`config.mk`:
```
export PLATFORM = sky130hd
export DESIGN_NAME = updown_counter_mod
export DESIGN_NICKNAME = d
export VERILOG_FILES = /design/src/rtl/updown_counter_mod.sv
export SDC_FILE = /design/constraint.sdc
export NUM_CORES = 1
export LEC_CHECK = 0
export CORE_AREA = 2 2 39 41
export DETAILED_ROUTE_END_ITERATION = 6
export DIE_AREA = 0 0 41 43
export PLACE_DENSITY_LB_ADDON = 0.15
export RECOVER_POWER = 50
export SLEW_MARGIN = 15
export SYNTH_ARGS = -nofsm -noshare
export SYNTH_HDL_FRONTEND = slang
export SYNTH_SLANG_ARGS = --single-unit
```
`constraint.sdc`:
```
create_clock -name clk -period 1.5 [get_ports clk]
set_input_delay 0.15 -clock clk [delete_from_list [all_inputs] [get_ports clk]]
set_output_delay 0.15 -clock clk [all_outputs]
set_load 0.1 [all_outputs]
```
`src/rtl/updown_counter_mod.sv`:
```
// Parametrised up/down modulo counter with load, wrap or saturate policy,
// terminal count, registered wrap pulse and sticky boundary flag.
module updown_counter_mod #(
    parameter int WIDTH   = 4,
    parameter int MODULUS = 16,
    parameter int MODE    = 0
) (
    input  logic             clk,
    input  logic             reset,
    input  logic             enable,
    input  logic             up,
    input  logic             load,
    input  logic [WIDTH-1:0] load_value,
    input  logic             clr_ovf,
    output logic [WIDTH-1:0] count,
    output logic             tc,
    output logic             wrap,
    output logic             ovf_sticky
);

    // Top of range; the cast keeps MODULUS = 2**WIDTH at all-ones.
    localparam logic [WIDTH-1:0] MAX = WIDTH'(MODULUS - 1);
    localparam bit SAT = (MODE != 0);

    // Reject parameter sets outside the representable count range
    if (MODULUS < 2 ||
        longint'(MODULUS) > (longint'(1) << WIDTH)) begin : g_bad_params
        $error("updown_counter_mod: illegal MODULUS %0d for WIDTH %0d",
               MODULUS, WIDTH);
    end

    logic             at_top;
    logic             at_bottom;
    logic             at_end;
    logic [WIDTH-1:0] load_clamped;
    logic [WIDTH-1:0] next_step;
    logic [WIDTH-1:0] wrap_target;

    // Boundary detection, load clamping and next-step arithmetic
    always_comb begin
        at_top       = (count == MAX);
        at_bottom    = (count == '0);
        at_end       = up ? at_top : at_bottom;
        tc           = enable & at_end;
        load_clamped = (load_value > MAX) ? MAX : load_value;
        next_step    = up ? (count + WIDTH'(1)) : (count - WIDTH'(1));
        wrap_target  = up ? '0 : MAX;
    end

    // Count register with reset > load > enable priority
    always_ff @(posedge clk) begin
        if (!reset) begin
            count      <= '0;
            wrap       <= 1'b0;
            ovf_sticky <= 1'b0;
        end else begin
            wrap <= 1'b0;
            if (load) begin
                count <= load_clamped;
            end else if (enable) begin
                if (!at_end) begin
                    count <= next_step;
                end else if (!SAT) begin
                    count <= wrap_target;
                    wrap  <= 1'b1;
                end
            end
            // A boundary step sets the flag and beats a same-cycle clear
            if (!load && tc) begin
                ovf_sticky <= 1'b1;
            end else if (clr_ovf) begin
                ovf_sticky <= 1'b0;
            end
        end
    end

endmodule

```
==> flow_metrics.env <==
export IMPL_fin_nets=87
export IMPL_max_slew_margin=0.642
export IMPL_globalRouteTotalUtil=0.133
export IMPL_clock_path_buffers=2
export IMPL_use_met2=0.191
export IMPL_wirelength_um=1010
export IMPL_outcome="finished with violations"
export IMPL_gp_congestion=0.815
export IMPL_pin_count=17
export IMPL_path_clk_slew_ns=0.06
export IMPL_setup_tns_ns=-0.770
export IMPL_wl_per_cell_um=11.4
export IMPL_critPathCaptureType="output pin"
export IMPL_synthesis_nets=56
export IMPL_yosysTopAreaCell="dfxtp_1"
export IMPL_path_cells="or4_4 -> mux2i_2 -> and2_4 -> buf_12"
export IMPL_fin_ws_ns=-0.256
export IMPL_hold_depth=3
export IMPL_antenna_found_initial=0
export IMPL_cts_buffers=3
export IMPL_critPathArrivalTime_ns=1.61
export IMPL_leakage_nw=0.337
export IMPL_cap_viol_max_count=0
export IMPL_clock_sinks=6
export IMPL_comb_power_share=0.490
export IMPL_grt_max_degree=7
export IMPL_power_w=0.000719
export IMPL_stdcell_count=89
export IMPL_clk_latency_ns=0.25
export IMPL_max_freq_mhz=569
export IMPL_top_usage_layer="met2"
export IMPL_area_growth_syn_to_layout_pct=86.2
export IMPL_h_tree_depth=1
export IMPL_die_h_um=43
export IMPL_dp_slack_ns=-0.376
export IMPL_placement_io_buffers=16
export IMPL_firstDrtPassIters=4
export IMPL_syn_avg_cell_area_um2=9.25
export IMPL_worstMarginPinSlew_ns=0.540
export IMPL_r2r_start="count[0]"
export IMPL_final_hold_viol_count=0
export IMPL_ys_types=22
export IMPL_netlist_instances=43
export IMPL_critPathMaxStageDelay_ns=0.52
export IMPL_first_iter_violations=4
export IMPL_seqCellArea_um2=133
export IMPL_slew_violations=0
export IMPL_yosys_warnings=0
export IMPL_power_switching_w=0.000285
export IMPL_cts_root_buf="clkbuf_4"
export IMPL_vias=419
export IMPL_yosysSeqAreaShare=0.302
export IMPL_initial_core_util=0.288
export IMPL_die_x_um=41
export IMPL_period_share=1.17
export IMPL_power_share_clock=0.238
export IMPL_holdCritPathClass="primary input to register"
export IMPL_p_sw_frac=0.397
export IMPL_synth_area_um2=398
export IMPL_grt_pass1_wl_um=1550
export IMPL_ant_nets=0
export IMPL_drc=0
export IMPL_cts_hold_buf=0
export IMPL_final_setup_viol_count=4
export IMPL_n_antenna_cell=0
export IMPL_whs_endpoint="count[1]"
export IMPL_violations="setup timing"
export IMPL_finish_utilization=0.535
export IMPL_ir_worst_vdd_mv=0.475
export IMPL_cts_tree="yes"
export IMPL_worst_setup_path_start_kind="register"
export IMPL_crit_type="register to output pin"
export IMPL_die_area_um2=1760
export IMPL_p_int_w=0.000434
export IMPL_met3_usage=0.0314
export IMPL_holdCritStartpoint="load_value[1]"
export IMPL_r2r_end="count[2]"
export IMPL_nFillCells=137
export IMPL_skew_ns=0.0159
export IMPL_viasPerCell=4.71
export IMPL_dp_hpwl_um=792
export IMPL_synth_area_leaders="dfxtp_1, ha_1, fa_1, nor3_1, o211a_1"
export IMPL_ff2ff_setup_slack_ns=-0.18
export IMPL_grt_pass1_vias=386
export IMPL_overflow=0
export IMPL_reg2reg_depth=7
export IMPL_dpl_cell_count=83
export IMPL_crit_slowest_cell="or4_4"
export IMPL_min_period_ns=1.76
export IMPL_core_area_um2=1380
export IMPL_synth_top_area_share=0.302
export IMPL_power_density_nw_per_um2=971
export IMPL_power_frac_seq=0.272
export IMPL_multi_input_area_um2=280
export IMPL_drive_gt1_frac=0.438
export IMPL_ys_ff_latch=6
export IMPL_crit_fanout=2
export IMPL_cp_required_ns=1.35
export IMPL_rows=14
export IMPL_rsz0062_at_grt="yes"
export IMPL_met1_usage=0.172
-- kinds of logic after synthesis --
logic type | Yosys count | share of synthesized area
flops | 6 | 0.302
buf+inv | 2 | 0.0189
mux | 2 | 0.0629
xor+xnor | 4 | 0.0881
compound gates | 11 | 0.198
fa+ha+maj | 3 | 0.113
simple gates | 15 | 0.217
-- critical path, delay by kind of cell, from the launching register on --
kind / cells / cell delay [ns]
mux: 1 / 0.17
simple gates: 2 / 0.70
flops: 1 / 0.34
buf+inv: 1 / 0.16
-- layout make-up --
class / count / area share
Clock buffer: 4 / 0.0355
Inverter: 2 / 0.0101
Timing Repair Buffer: 26 / 0.370
Multi-Input combinational cell: 35 / 0.378
Tap cell: 16 / 0.0270
Sequential cell: 6 / 0.179
-- cells in the mapped netlist --
cell type  instances
a21o_1             1
or4_4              1
mux2i_1            1
o21ai_2            1
nand2_1            3
o21ai_0            3
or3_1              1
and2_1             1
xor2_1             2
nand4_1            1
a21oi_1            2
mux2_4             1
o211a_1            2
a21oi_2            2
nor3_1             4
inv_1              2
fa_1               1
dfxtp_1            6
ha_1               2
nor2b_1            3
and3_1             1
xnor2_1            2
-- metal layers --
metal	up-vias	part of all wire	wire length [µm]
li1	218	-	-
met1	181	0.47	475
met2	14	0.45	458
met3	6	0.061	62
met4	0	0.017	17
met5	-	0	0
-- placed cells by master (no fill, tap or decap), drive strengths merged --
cell type	netlist	final
fa	1	1
mux2i	1	1
nor2b	3	3
nor3	4	4
a21o	1	1
dfxtp	6	6
nand2	3	3
and3	1	1
o21ai	4	4
a21oi	4	4
o211a	2	2
xnor2	2	2
inv	2	2
and2	1	1
dlygate4sd2	0	1
ha	2	2
buf	0	15
xor2	2	2
clkdlybuf4s50	0	8
nand4	1	1
or3	1	1
clkbuf	0	6
mux2	1	1
or4	1	1
-- registers in the layout (all words and copies together) (netlist names) --
register    flops
wrap            1
count           4
ovf_sticky      1
-- how the worst max path moves through the flow --
stage | endpoint | slack, ns | start
finish | tc | -0.26 | count[0]
CTS | tc | -0.27 | count[0]
detailed placement | tc | -0.38 | up
global route | tc | -0.29 | count[0]
floorplan | tc | -0.20 | count[1]
global placement | tc | -0.34 | up
-- power by group through the flow --
stage	sequential [W]	combinational [W]	clock [W]
after floorplan	0.000303	0.000100	0
after global placement	0.000199	0.000345	0
after detailed placement	0.000199	0.000347	0
after CTS	0.000196	0.000378	0.000179
after global routing	0.000196	0.000372	0.000184
final	0.000195	0.000352	0.000171
-- per-stage QoR --
step                hold slack [ns]  cell area [µm²]
floorplan                     0.278              413
global placement              0.617              723
detailed placement            0.619              723
CTS                           0.503              808
global route                  0.528              741
finish                        0.505              741
-- timing repair --
item / CTS / global route
gates resized for setup: 7 / 0
endpoints found under the hold margin: 0 / 0
buffers inserted: 5 / 2
endpoints found under the setup margin: 4 / 6
pin swaps: 2 / 0
Note: power is estimated with default switching activity, not from simulation.
